## config.mk

```make
export PLATFORM = sky130hd
export DESIGN_NAME = studio2_keypad
export DESIGN_NICKNAME = d
export VERILOG_FILES = /design/src/rtl/studio2_pkg.sv /design/src/rtl/studio2_key_cell.sv /design/src/rtl/studio2_keypad.sv
export SDC_FILE = /design/constraint.sdc
export NUM_CORES = 1
export LEC_CHECK = 0
export ABC_AREA = 1
export CAP_MARGIN = 20
export CORE_ASPECT_RATIO = 0.7
export CORE_UTILIZATION = 45
export DETAILED_ROUTE_END_ITERATION = 7
export PLACE_DENSITY_LB_ADDON = 0.05
export SLEW_MARGIN = 20
export SYNTH_ARGS = -nofsm -noshare
export SYNTH_HDL_FRONTEND = slang
export SYNTH_SLANG_ARGS = --single-unit
```

## constraint.sdc

```tcl
create_clock -name clk -period 14.1 [get_ports clk]
set_input_delay 1.41 -clock clk [delete_from_list [all_inputs] [get_ports clk]]
set_output_delay 1.41 -clock clk [all_outputs]
set_load 0.02 [all_outputs]
```

## src/rtl/studio2_pkg.sv

```systemverilog
// Shared types, scancode tables and helpers for the Studio II keypad front end.
package studio2_pkg;

  typedef logic [3:0] key_idx_t;

  localparam key_idx_t   KEY_NONE = 4'hF;
  localparam logic [2:0] SEL_PORT = 3'd2;
  localparam int         NUM_KEYS = 10;

  // Set-2 make codes; index in the table is the keypad key number.
  localparam logic [7:0] KP1_CODES [NUM_KEYS] = '{
    8'h45, 8'h16, 8'h1E, 8'h26, 8'h25, 8'h2E, 8'h36, 8'h3D, 8'h3E, 8'h46
  };
  localparam logic [7:0] KP2_CODES [NUM_KEYS] = '{
    8'h70, 8'h69, 8'h72, 8'h7A, 8'h6B, 8'h73, 8'h74, 8'h6C, 8'h75, 8'h7D
  };

  typedef enum logic [1:0] {
    CELL_IDLE,
    CELL_HELD,
    CELL_RELEASING
  } cell_state_t;

  typedef struct packed {
    logic     hit;
    logic     pad;   // 0 = keypad 1, 1 = keypad 2
    key_idx_t idx;
  } key_map_t;

  function automatic key_map_t decode_scancode(input logic [7:0] code);
    key_map_t m;
    m = '0;
    for (int k = 0; k < NUM_KEYS; k++) begin
      if (code == KP1_CODES[k]) m = '{hit: 1'b1, pad: 1'b0, idx: key_idx_t'(k)};
      if (code == KP2_CODES[k]) m = '{hit: 1'b1, pad: 1'b1, idx: key_idx_t'(k)};
    end
    return m;
  endfunction

  // Indices 10..15 fall into the zero padding, so they never report a held key.
  function automatic logic key_selected(input logic [NUM_KEYS-1:0] state,
                                        input key_idx_t            sel);
    logic [15:0] padded;
    padded = {6'b0, state};
    return padded[sel];
  endfunction

endpackage

```

## src/rtl/studio2_key_cell.sv

```systemverilog
// One keypad key: tracks make/break events and stretches a release by HOLD cycles.
module studio2_key_cell
  import studio2_pkg::*;
#(
  parameter int unsigned HOLD = 16'd2048,
  parameter int          HW   = 16
) (
  input  logic clk,
  input  logic reset,
  input  logic make,
  input  logic brk,
  output logic held
);

  cell_state_t   state;
  logic [HW-1:0] cnt;

  // NOTE: sequential state uses non-blocking assignments so every cell samples
  // the same pre-edge values regardless of evaluation order.
  always_ff @(posedge clk or posedge reset) begin
    if (reset) begin
      state <= CELL_IDLE;
      cnt   <= '0;
    end else begin
      unique case (state)
        CELL_IDLE: begin
          if (make) state <= CELL_HELD;
        end
        CELL_HELD: begin
          if (brk) begin
            if (HOLD == 0) begin
              state <= CELL_IDLE;
            end else begin
              state <= CELL_RELEASING;
              cnt   <= HW'(HOLD);
            end
          end
        end
        CELL_RELEASING: begin
          if (make) begin
            state <= CELL_HELD;
            cnt   <= '0;
          end else if (cnt == HW'(1)) begin
            state <= CELL_IDLE;
            cnt   <= '0;
          end else begin
            cnt <= cnt - HW'(1);
          end
        end
        default: begin
          state <= CELL_IDLE;
          cnt   <= '0;
        end
      endcase
    end
  end

  assign held = (state != CELL_IDLE);

endmodule

```

## src/rtl/studio2_keypad.sv

```systemverilog
// PS/2 keyboard to Studio II keypad bridge: decodes key events into 20 held-key
// cells, latches the CPU's OUT 2 key index and drives the active-low EF3/EF4 flags.
module studio2_keypad
  import studio2_pkg::*;
#(
  parameter int unsigned HOLD = 16'd2048,
  parameter int          HW   = 16
) (
  input  logic                clk,
  input  logic                reset,
  input  logic [10:0]         ps2_key,
  input  logic                io_out,
  input  logic [2:0]          io_n,
  input  logic [7:0]          io_dout,
  output logic                ef3_n,
  output logic                ef4_n,
  output logic [NUM_KEYS-1:0] kp1_state,
  output logic [NUM_KEYS-1:0] kp2_state,
  output key_idx_t            key_sel
);

  logic                          toggle_q;
  logic                          key_event;
  key_map_t                      key_map;
  logic [1:0][NUM_KEYS-1:0]      make_v;
  logic [1:0][NUM_KEYS-1:0]      brk_v;
  logic [1:0][NUM_KEYS-1:0]      held_v;

  // NOTE: no reset here on purpose: the flop follows ps2_key[10] every cycle,
  // including while reset is held, so leaving reset never sees a stale toggle.
  always_ff @(posedge clk) begin
    toggle_q <= ps2_key[10];
  end

  assign key_event = toggle_q ^ ps2_key[10];

  // NOTE: every always_comb output gets a default first so no latch is inferred.
  always_comb begin
    make_v  = '0;
    brk_v   = '0;
    key_map = decode_scancode(ps2_key[7:0]);
    if (key_event && !ps2_key[8] && key_map.hit) begin
      if (ps2_key[9]) make_v[key_map.pad][key_map.idx] = 1'b1;
      else            brk_v[key_map.pad][key_map.idx]  = 1'b1;
    end
  end

  for (genvar p = 0; p < 2; p++) begin : g_pad
    for (genvar k = 0; k < NUM_KEYS; k++) begin : g_key
      studio2_key_cell #(
        .HOLD (HOLD),
        .HW   (HW)
      ) u_cell (
        .clk   (clk),
        .reset (reset),
        .make  (make_v[p][k]),
        .brk   (brk_v[p][k]),
        .held  (held_v[p][k])
      );
    end
  end

  assign kp1_state = held_v[0];
  assign kp2_state = held_v[1];

  // EF sees the selection and key state from before this edge, giving the
  // documented one-cycle lag behind either input without any priority logic.
  always_ff @(posedge clk or posedge reset) begin
    if (reset) begin
      key_sel <= KEY_NONE;
      ef3_n   <= 1'b1;
      ef4_n   <= 1'b1;
    end else begin
      if (io_out && io_n == SEL_PORT) key_sel <= io_dout[3:0];
      ef3_n <= ~key_selected(kp1_state, key_sel);
      ef4_n <= ~key_selected(kp2_state, key_sel);
    end
  end

endmodule

```

Word level (Yosys, flattened, before mapping)
Index checks and enable logic that the tools add are counted.
{"block": "word_totals", "ff_bits": 367, "inputBits": 25, "word_cells": 531, "out_inout_bits": 26}
{"block": "op_classes", "n_bitwise": 23, "addsub": 20, "reduce_logical": 86, "magnitude_cmp": 5, "eq_ne": 141, "n_mux": 212}
{"operator": "$mux 16", "count": 60}
{"operator": "$pmux 16 s3", "count": 20}
{"operator": "$eq 16x1->1 const B", "count": 20}
{"operator": "$sub 16x1->16 const B", "count": 20}
{"operator": "$mux 2", "count": 80}
{"operator": "$mux 6", "count": 20}
{"operator": "$pmux 2 s3", "count": 20}
{"operator": "$eq 8x7->1 const B", "count": 12}
{"operator": "$mux 20", "count": 4}
{"operator": "$ne 2x2->1 const B", "count": 40}
{"operator": "$ne 3x2->1 const B", "count": 20}
{"operator": "$reduce_and 3->1", "count": 20}
{"operator": "$eq 8x6->1 const B", "count": 6}
{"operator": "$eq 2x1->1 const B", "count": 20}
{"operator": "$eq 2x2->1 const B", "count": 20}
{"operator": "$logic_not 2->1", "count": 20}
{"operator": "$reduce_and 2->1", "count": 20}
{"operator": "$reduce_bool 2->1", "count": 20}
{"operator": "$not 1->1", "count": 22}
{"operator": "$eq 8x5->1 const B", "count": 2}
{"operator": "$demux 10 s1", "count": 1}
{"operator": "$lt 4x5->1 const B", "count": 2}
{"operator": "$mux 10", "count": 1}
{"operator": "$bmux 1 s4", "count": 2}
{"operator": "9 further kinds", "count": 15}

Logic depth before layout (Yosys ltp)
Gate-level depths: netlist of run 1.
{"block": "logic_depth", "ltp_word": 31, "mapped_depth": 19}

Cells and area by module
A second synthesis of run 1 with hierarchy kept.
{"block": "hier_totals", "hier_cells": 3361, "area_unflattened_um2": 24373.4}
{"module": "studio2_key_cell at g_pad[0].g_key[0].u_cell ...", "seq_area_each_um2": 450.4, "instances": 19, "cells_each": 157, "area_each_um2": 1162.4}
{"module": "studio2_key_cell at g_pad[1].g_key[9].u_cell", "seq_area_each_um2": 450.4, "instances": 1, "cells_each": 181, "area_each_um2": 1239.9}
{"module": "studio2_keypad", "seq_area_each_um2": 177.7, "instances": 1, "cells_each": 197, "area_each_um2": 1048.5}

Worst setup path after synthesis of run 1
No wires, ideal clock.
{"block": "synth_timing", "path_type": "input-to-reg", "start": "in ps2_key[7]", "end": "reg g_pad[0].g_key[5].u_cell.cnt[8]", "path_stages": 16, "setup_ns": 0.118, "arrival_time_ns": 3.258, "path_slack_ns": 10.724, "path_buffers": 3, "path_cell_list": "inv_1 -> nand2_1 -> nor2_4 -> nand3_2 -> nand2_1 -> nor2_1 -> and2_1 -> a21boi_2 -> nand2_1 -> buf_4 -> buf_6 -> o21ai_2 -> nand2_2 -> buf_6 -> nand2_1 -> o21ai_2"}
{"block": "synth_between", "elab_chain_len": 30, "elab_cells_between_ends": 59, "classes_between": "4 x order compare; 21 x eq/ne; 30 x mux; 4 x reduce/logical"}
{"element": "start, declared", "line_no": "studio2_keypad.sv:11", "rtl": "input logic [10:0] ps2_key,"}
{"element": "$eq 8x7->1", "line_no": "studio2_pkg.sv:35", "rtl": "if (code == KP2_CODES[k]) m = '{hit: 1'b1, pad: 1'b1, idx: key_idx_t'(k)};"}
{"element": "$mux 6", "line_no": "studio2_pkg.sv:35"}
{"element": "$mux 6", "line_no": "studio2_pkg.sv:34", "rtl": "if (code == KP1_CODES[k]) m = '{hit: 1'b1, pad: 1'b0, idx: key_idx_t'(k)};"}
{"element": "$mux 6", "line_no": "studio2_pkg.sv:35"}
{"element": "$mux 6", "line_no": "studio2_pkg.sv:34"}
{"element": "$mux 6", "line_no": "studio2_pkg.sv:35"}
{"element": "$mux 6", "line_no": "studio2_pkg.sv:34"}
{"element": "$mux 6", "line_no": "studio2_pkg.sv:35"}
{"element": "[14 not listed]"}
{"element": "$mux 1 (not written as such)", "line_no": "studio2_keypad.sv:43, studio2_keypad.sv:44"}
{"element": "$demux 1 s4", "line_no": "studio2_keypad.sv:43, studio2_keypad.sv:44"}
{"element": "$mux 10 (not written as such)", "line_no": "studio2_keypad.sv:43, studio2_keypad.sv:44"}
{"element": "$demux 10 s1", "line_no": "studio2_keypad.sv:43, studio2_keypad.sv:44"}
{"element": "$mux 20", "line_no": "studio2_keypad.sv:43", "rtl": "if (ps2_key[9]) make_v[key_map.pad][key_map.idx] = 1'b1;"}
{"element": "$mux 20", "line_no": "studio2_keypad.sv:42", "rtl": "if (key_event && !ps2_key[8] && key_map.hit) begin"}
{"element": "$mux 16 / $ne 2x2->1 (equally long branches)"}
{"element": "$pmux 16 s3 / $reduce_and 2->1 (equally long branches)"}
{"element": "end signal, assigned", "line_no": "studio2_key_cell.sv:35", "rtl": "cnt <= HW'(HOLD);"}
{"element": "end signal, assigned", "line_no": "studio2_key_cell.sv:47", "rtl": "cnt <= cnt - HW'(1);"}
{"element": "end, declared", "line_no": "studio2_key_cell.sv:16", "rtl": "logic [HW-1:0] cnt;"}
Mark *: on every way between the ends. The rest lies on a longest branch, timed or not.
A chain may end at the register's enable or synchronous reset.

Worst setup path after layout of run 1
{"block": "layout_timing", "start": "in ps2_key[2]", "end": "reg g_pad[0].g_key[6].u_cell.cnt[14]"}
{"block": "layout_between", "elab_chain_len": 30, "elab_cells_between_ends": 59, "classes_between": "4 x order compare; 21 x eq/ne; 30 x mux; 4 x reduce/logical"}
{"element": "$eq 8x7->1", "line_no": "studio2_pkg.sv:35"}
{"element": "$mux 6", "line_no": "studio2_pkg.sv:35"}
{"element": "$mux 6", "line_no": "studio2_pkg.sv:34"}
{"element": "$mux 6", "line_no": "studio2_pkg.sv:35"}
{"element": "$mux 6", "line_no": "studio2_pkg.sv:34"}
{"element": "$mux 6", "line_no": "studio2_pkg.sv:35"}
{"element": "$mux 6", "line_no": "studio2_pkg.sv:34"}
{"element": "$mux 6", "line_no": "studio2_pkg.sv:35"}
{"element": "[14 not listed]"}
{"element": "$mux 1 (not written as such)", "line_no": "studio2_keypad.sv:43, studio2_keypad.sv:44"}
{"element": "$demux 1 s4", "line_no": "studio2_keypad.sv:43, studio2_keypad.sv:44"}
{"element": "$mux 10 (not written as such)", "line_no": "studio2_keypad.sv:43, studio2_keypad.sv:44"}
{"element": "$demux 10 s1", "line_no": "studio2_keypad.sv:43, studio2_keypad.sv:44"}
{"element": "$mux 20", "line_no": "studio2_keypad.sv:43"}
{"element": "$mux 20", "line_no": "studio2_keypad.sv:42"}
{"element": "$mux 16 / $ne 2x2->1 (equally long branches)"}
{"element": "$pmux 16 s3 / $reduce_and 2->1 (equally long branches)"}
{"element": "end signal, assigned", "line_no": "studio2_key_cell.sv:35"}
{"element": "end signal, assigned", "line_no": "studio2_key_cell.sv:47"}
{"element": "end, declared", "line_no": "studio2_key_cell.sv:16"}
Marked as above.

==> results of run 1 <==
==> worst max-delay path, delay by kind of cell <==
family	cells	cell delay (ps)
buf+inv	1	660
simple gates	8	2200
compound gates	3	1020
==> sequential cells by signal, summed over array words and instances, names as in the netlist <==
register,flops
ef3_n,1
ef4_n,1
g_pad.g_key.u_cell.cnt,320
g_pad.g_key.u_cell.state,40
key_sel,4
toggle_q,1
==> synthesized netlist by cell type <==
cell type  number  share of area
nor4_1         55          0.013
ha_1          120          0.058
nor3_1         85          0.017
a32oi_1         1        0.00034
inv_1         403          0.059
a31o_2          2        0.00068
a31oi_1         8         0.0019
a21boi_2        1        0.00044
nor2_1        489          0.071
a21oi_1        34         0.0066
nor2_4          3         0.0013
buf_6           6         0.0026
clkbuf_1       48         0.0070
nand2_2         9         0.0022
and3_1          2        0.00049
o21ai_2        27         0.0092
nand3_1       160          0.031
dfstp_2         6         0.0061
or2_2          67          0.016
and2_1          4        0.00097
nand4_1       240          0.058
nand2_1       858           0.13
mux2_2          1        0.00044
o21ai_1       103          0.020
dfrtp_1       360           0.35
a311oi_1        1        0.00034
buf_4          27         0.0079
o31ai_1         4         0.0012
o21ai_0       261          0.051
o211ai_1        4         0.0012
buf_1           2        0.00029
a21o_1          8         0.0023
nor4b_1         1        0.00034
nor2_2          6         0.0015
xor2_1        112          0.038
xnor2_1        64          0.022
a2111oi_0       1        0.00034
nand3_2         1        0.00039
dfxtp_1         1        0.00078
buf_2          38         0.0074
nand3b_1        9         0.0026
o21bai_1        3        0.00088
==> layout by cell type, fill, tap and decap left out, types with 4 or more instances in the layout <==
master           netlist  final
dfstp_2                6      6
bufinv_16              0      5
inv_1                403    402
xor2_1               112    112
dfrtp_1              360    360
nand3b_1               9      9
clkbuf_1              48      7
a31oi_1                8      8
clkdlybuf4s50_1        0     46
o211ai_1               4      4
or2_2                 67     67
nor4_1                55     54
o21ai_1              103    103
o21ai_0              261    261
and2_1                 4      4
nand2_2                9     10
buf_4                 27      7
xnor2_1               64     64
ha_1                 120    120
clkbuf_16              0     45
nor2_2                 6      6
clkinv_2               0      9
o21ai_2               27     27
nor2_1               489    489
clkbuf_8               0      7
nand2_1              858    857
a21oi_1               34     34
nand3_1              160    160
a21o_1                 8      8
o31ai_1                4      4
nor3_1                85     85
nand4_1              240    240
==> worst max-delay path by stage <==
stage / startpoint / end / slack, ps / depth (start not counted)
2_1_floorplan: reset / g_pad[0].g_key[0].u_cell.cnt[0]$_DFFE_PP0P_ / 2540 / 1
3_3_place_gp: ps2_key[6] / g_pad[1].g_key[7].u_cell.cnt[1]$_DFFE_PP0P_ / 8800 / 14
3_5_place_dp: ps2_key[2] / g_pad[1].g_key[7].u_cell.cnt[1]$_DFFE_PP0P_ / 8760 / 14
4_1_cts: ps2_key[2] / g_pad[0].g_key[9].u_cell.cnt[2]$_DFFE_PP0P_ / 9350 / 12
5_1_grt: ps2_key[3] / g_pad[0].g_key[9].u_cell.cnt[2]$_DFFE_PP0P_ / 9000 / 13
6_report: ps2_key[2] / g_pad[0].g_key[6].u_cell.cnt[14]$_DFFE_PP0P_ / 9250 / 12
==> logic make-up after synthesis <==
| group | after synthesis | share of synthesized area |
|---|---|---|
| xor+xnor | 176 | 0.0600 |
| fa+ha+maj | 120 | 0.0585 |
| buf+inv | 524 | 0.0842 |
| simple gates | 1989 | 0.343 |
| flops | 367 | 0.358 |
| mux | 1 | 0.000439 |
| compound gates | 458 | 0.0964 |
==> through the flow <==
step,area [sq um],std cells
floorplan,25700,3635
global placement,26500,4308
detailed placement,26500,4309
CTS,28000,4384
global route,28000,4385
finish,28000,4385
==> per-layer routing <==
| layer | global-route usage | vias to the layer above | part of all wire |
|---|---|---|---|
| li1 | - | 11900 | - |
| met1 | 0.345 | 10800 | 0.53 |
| met2 | 0.333 | 431 | 0.41 |
| met3 | 0.0281 | 71 | 0.041 |
| met4 | 0.0479 | 0 | 0.016 |
| met5 | 0 | - | 0 |
==> cell type report <==
class	count	area (sq um)	area share
Multi-Input combinational cell	2744	14300	0.512
Timing Repair Buffer	56	566	0.0202
Clock buffer	59	1250	0.0446
Clock inverter	16	210	0.00751
Inverter	403	1530	0.0545
Tap cell	740	926	0.0331
Sequential cell	367	9190	0.328
==> results.rst, run 1 <==
.. list-table::
   :header-rows: 1

   * - Metric
     - Value
   * - Overall track demand over capacity in global routing
     - 0.224
   * - Final WL
     - 64.5 mm
   * - Least setup slack across all paths after layout
     - 9250 ps
   * - First-pass iteration count of the detailed router
     - 6
   * - Net count of the mapped netlist
     - 3780
   * - Worst hold path endpoint
     - g_pad[1].g_key[5].u_cell.cnt[11]$_DFFE_PP0P_
   * - Max-cap viol count
     - 0
   * - Synth Cell Area
     - 25700 sq um
   * - Number of distinct library cell variants in the gate-level netlist after synthesis
     - 42
   * - Cell repeated most along the worst path
     - nand2_1
   * - Flop2flop setup slack
     - 11010 ps
   * - Number of inserted filler cells in the final layout
     - 5440
   * - Number of warnings reported in the yosys synthesis log
     - 0
   * - Endpoints failing hold
     - 0
   * - Worst min path class
     - flop to flop
   * - Antenna cells
     - 0
   * - Layout area overhead
     - 9.05%
   * - Post-Route Utilization
     - 0.502
   * - Number of buffers created by CTS
     - 42
   * - Destination of the worst register-to-register timing path
     - g_pad[0].g_key[6].u_cell.cnt[14]$_DFFE_PP0P_
   * - Hold bufs inserted after CTS
     - 0
   * - Hold slack final
     - 485 ps
   * - Result of the run
     - finished, final reports clean
   * - Period minus WS final
     - 4850 ps
   * - Cell count of the worst reg-to-reg path
     - 7
   * - Launching point of the worst reg2reg path
     - toggle_q$_DFF_P_
   * - Number of global-route vias before repair
     - 21500
   * - Element type at the critical path end
     - flop
   * - Critical path peak fanout
     - 32
   * - Num Clock Sinks
     - 367
   * - Share of synthesized area occupied by flip-flops and latches
     - 0.358
   * - Gr ovfl total
     - 0
   * - Number of nets with antenna violations after detailed routing
     - 0
   * - Share of the clock period used by the worst path
     - 0.344
   * - Final nets
     - 3759
   * - Detail-routed via count per cell
     - 5.28
   * - Initial core utilization
     - 0.460
   * - Transition at the pin with the smallest max-transition slack
     - 985 ps
   * - Final-report setup violation count
     - 0
   * - Worst path max stage delay
     - 660 ps
   * - Mean routed wirelength per cell
     - 14.7 um
   * - Detailed-placement wirelength estimate
     - 45.1 mm
   * - Count of standard-cell rows
     - 72
   * - Detailed router's first-iteration violation count
     - 1620
   * - Hold path startpoint
     - g_pad[1].g_key[5].u_cell.cnt[11]$_DFFE_PP0P_
   * - Share of post-route cells with drive strength above 1
     - 0.0560
   * - Number of levels the H-tree was split into
     - 2
   * - Antenna violations before repair
     - 0
   * - Headroom to the max-slew limit
     - 0.342
   * - Postcts setup bufs
     - 0
   * - CTS Root Buffer Type
     - clkbuf_16
   * - Skew-Pair Late Insertion Delay
     - 570 ps
   * - Slew Viols, Final
     - 0
   * - Classification of the worst setup path
     - input port to flop
   * - Crit start category
     - input port
   * - Post-placement worst setup slack
     - 8760 ps
   * - Number of I/O port buffers
     - 46
   * - CP arrival
     - 5310 ps
   * - Placer's final routability congestion estimate
     - 0.878
   * - Die height
     - 202 um
   * - CTS tree
     - built
   * - Clk_skew
     - 10.0 ps
   * - Summed negative setup slack over all endpoints
     - 0 ps
   * - Post-synthesis register bit count
     - 367
   * - Pin count of the biggest net entering global routing
     - 155
   * - Slowest cell on crit path
     - clkdlybuf4s50_1
   * - First-pass GRT wire length
     - 109 mm
   * - Number of primary I/O pins
     - 51
   * - Data required time at the worst endpoint
     - 14560 ps
   * - Std-Cell Core Area
     - 55800 sq um
   * - DIE AREA
     - 58000 sq um
   * - Post-synthesis area per instance
     - 7.06 sq um
   * - DR vias
     - 23100
   * - Gate count after technology mapping
     - 3635
   * - Clock transition at the registers of the reported paths
     - 60 ps
   * - Unrepaired setup endpoints after global routing
     - no
   * - Die Wd
     - 288 um
   * - Cell breakdown of the critical path
     - clkdlybuf4s50_1, nand2_1, nor2_2, nand2_1, nand2_1, nor2_1, and2_1, a21boi_2, nand2_2, o21ai_1, nand2_1, o21ai_0
   * - Number of gates resized after CTS
     - 0
   * - Depth of the worst hold-timing path
     - 2
   * - Buffer levels on the longest clock path
     - 3
   * - Drc violations
     - 0
   * - Maximum frequency from static timing analysis
     - 0.206 GHz
Power of run 1 is not shown: default switching activity piles up to over one toggle a cycle in this logic, so the estimate is an artifact.
==> inputs of run 2 (changes only) <==
- clock period: 14.1 -> 5 ns (I/O delays scaled with it)
==> results.rst, run 2 (same netlist as run 1, synthesis figures left out) <==
.. list-table::
   :header-rows: 1

   * - Metric
     - Value
   * - Layout area overhead
     - 9.12% (about the same)
   * - Number of primary I/O pins
     - 51 (unchanged)
   * - Overall track demand over capacity in global routing
     - 0.224 (about the same)
   * - Destination of the worst register-to-register timing path
     - g_pad[1].g_key[7].u_cell.state[1]$_DFFE_PP0P_
   * - Final WL
     - 63.9 mm (-0.88%)
   * - Worst path max stage delay
     - 640 ps (-20 ps)
   * - CTS tree
     - built
   * - Crit start category
     - input port
   * - Crit path buffers/inverters
     - 4 (+3)
   * - Share of the clock period used by the worst path
     - 0.685
   * - Kind of cell with the highest combined delay on the critical path
     - simple AND/OR/NAND/NOR gates
   * - Final standard cell area without fillers
     - 28000 sq um (about the same)
   * - Number of global-route vias before repair
     - 21800 (+1.7%)
   * - First-pass GRT wire length
     - 109 mm (+0.37%)
   * - Headroom to the max-slew limit
     - 0.330 (-0.0122)
   * - Number of nets with antenna violations after detailed routing
     - 0 (unchanged)
   * - Num Clock Sinks
     - 367 (unchanged)
   * - Mean routed wirelength per cell
     - 14.6 um (-1.0%)
   * - Slew Viols, Final
     - 0 (unchanged)
   * - CTS Root Buffer Type
     - clkbuf_16
   * - Worst min path class
     - input port to asynchronous set/reset pin
   * - Largest reg by FF count
     - g_pad.g_key.u_cell.cnt
   * - Crit path capture
     - g_pad[0].g_key[9].u_cell.cnt[1]$_DFFE_PP0P_
   * - Number of I/O port buffers
     - 46 (unchanged)
   * - Number of gates resized after CTS
     - 0 (unchanged)
   * - Detailed router's first-iteration violation count
     - 1708 (+5.4%)
   * - Period minus WS final
     - 3420 ps
   * - Post-placement worst setup slack
     - 1050 ps (-7710 ps)
   * - Number of inserted filler cells in the final layout
     - 5410 (-0.55%)
   * - Least setup slack across all paths after layout
     - 1580 ps (-7670 ps)
   * - Launching point of the worst reg2reg path
     - toggle_q$_DFF_P_
   * - Data required time at the worst endpoint
     - 5440 ps (-9120 ps)
   * - Drc violations
     - 0 (unchanged)
   * - Unrepaired setup endpoints after global routing
     - no
   * - Detail-routed via count per cell
     - 5.26 (-0.40%)
   * - CP arrival
     - 3870 ps (-1440 ps)
   * - Placer's final routability congestion estimate
     - 0.872 (-0.73%)
   * - Hold bufs inserted after CTS
     - 0 (unchanged)
   * - DIE AREA
     - 58000 sq um (unchanged)
   * - Critical path peak fanout
     - 30 (-6.3%)
   * - Pin count of the biggest net entering global routing
     - 175 (+13%)
   * - DR vias
     - 23100 (-0.24%)
   * - Clk_skew
     - 21.8 ps (+11.8 ps)
   * - Cell count of the worst reg-to-reg path
     - 9 (+2)
   * - Final-report setup violation count
     - 0 (unchanged)
   * - Slowest cell on crit path
     - nand2_1
   * - Classification of the worst setup path
     - input port to flop
   * - Count of standard-cell rows
     - 72 (unchanged)
   * - Buffer levels on the longest clock path
     - 3 (unchanged)
   * - Result of the run
     - finished, final reports clean
   * - Gr ovfl total
     - 0 (unchanged)
   * - Max-cap viol count
     - 0 (unchanged)
   * - Transition at the pin with the smallest max-transition slack
     - 1010 ps (+20.7 ps)
   * - Share of post-route cells with drive strength above 1
     - 0.0581 (+0.00212)
   * - Cell area after placement
     - 26600 sq um (+0.41%)
   * - Number of buffers created by CTS
     - 41 (-2.4%)
   * - Cell breakdown of the critical path
     - clkdlybuf4s50_1, inv_1, nand2_1, nor2_2, nand2_1, nand2_1, nor2_1, nand2_1, nor2_2, a21boi_2, nand2_1, buf_4, o21ai_0, nand2_1, inv_1, nand2_1, o21ai_0
   * - FF+latch area
     - 9190 sq um (unchanged)
   * - Maximum frequency from static timing analysis
     - 0.292 GHz
   * - Die Wd
     - 288 um (unchanged)
   * - Final nets
     - 3767 (+0.21%)
   * - Endpoints failing hold
     - 0 (unchanged)
   * - Commonest cells after routing, fill and taps aside
     - 858 x nand2_1, 489 x nor2_1, 402 x inv_1, 360 x dfrtp_1, 261 x o21ai_0
   * - Detailed-placement wirelength estimate
     - 45.2 mm (+0.22%)
   * - Antenna violations before repair
     - 5 (+5)
   * - First-pass iteration count of the detailed router
     - 5 (-1)
   * - Die height
     - 202 um (unchanged)
   * - Largest registers
     - g_pad.g_key.u_cell.cnt: 320 flops, g_pad.g_key.u_cell.state: 40 flops, key_sel: 4 flops
   * - Area taken by multi-input logic gates
     - 14300 sq um (about the same)
   * - Worst setup path startpoint
     - ps2_key[4]
   * - Skew-Pair Late Insertion Delay
     - 560 ps (about the same)
   * - Most common library cell in the layout ignoring fill and taps
     - nand2_1
   * - Cell repeated most along the worst path
     - nand2_1
   * - Postcts setup bufs
     - 0 (unchanged)
   * - Summed negative setup slack over all endpoints
     - 0 ps (unchanged)
   * - Post-Route Utilization
     - 0.502 (about the same)
   * - Element type at the critical path end
     - flop
   * - Max reg flops
     - 320 (unchanged)
   * - Clock transition at the registers of the reported paths
     - 60 ps (about the same)
   * - Initial core utilization
     - 0.460 (unchanged)
   * - Critical path depth in cells
     - 17 (+5)
   * - Flop2flop setup slack
     - 2400 ps (-8610 ps)
   * - Std-Cell Core Area
     - 55800 sq um (unchanged)
   * - Number of levels the H-tree was split into
     - 2 (unchanged)
==> run 2: worst min path at each step <==
| stage | startpoint | end | slack [ps] | cells past startpoint |
|---|---|---|---|---|
| 3_5_place_dp | g_pad[1].g_key[5].u_cell.cnt[11]$_DFFE_PP0P_ | g_pad[1].g_key[5].u_cell.cnt[11]$_DFFE_PP0P_ | 470 | 2 |
| 2_1_floorplan | g_pad[1].g_key[5].u_cell.cnt[11]$_DFFE_PP0P_ | g_pad[1].g_key[5].u_cell.cnt[11]$_DFFE_PP0P_ | 450 | 2 |
| 6_report | reset | g_pad[1].g_key[3].u_cell.cnt[8]$_DFFE_PP0P_ | 280 | 2 |
| 3_3_place_gp | g_pad[1].g_key[5].u_cell.cnt[11]$_DFFE_PP0P_ | g_pad[1].g_key[5].u_cell.cnt[11]$_DFFE_PP0P_ | 460 | 2 |
| 5_1_grt | reset | g_pad[1].g_key[3].u_cell.cnt[8]$_DFFE_PP0P_ | 270 | 2 |
| 4_1_cts | reset | g_pad[1].g_key[3].u_cell.cnt[8]$_DFFE_PP0P_ | 260 | 2 |
==> run 2: layer usage <==
layer  up-vias  share of wire  wire (um)  global-route usage
li1      11900              -          -                   -
met1     10700           0.52      33000               0.334
met2       425           0.42      26700               0.338
met3        65          0.051       3250              0.0395
met4         2          0.016       1040              0.0479
met5         -        0.00020         13                   0
==> run 2: area by class of cell <==
type	instances	area share
multi-input combinational	2744	0.512
sequential	367	0.328
inverter	403	0.0541
clock buffer	54	0.0412
tap	740	0.0330
timing repair buffer	65	0.0229
clock inverter	17	0.00862
antenna	2	0.000179
==> run 2: through the flow <==
stage	hold slack, ps	instances
floorplan	449	3635
global placement	464	4319
detailed placement	467	4319
CTS	263	4390
global route	274	4390
finish	277	4392
Power of run 2 is left out for the same reason.
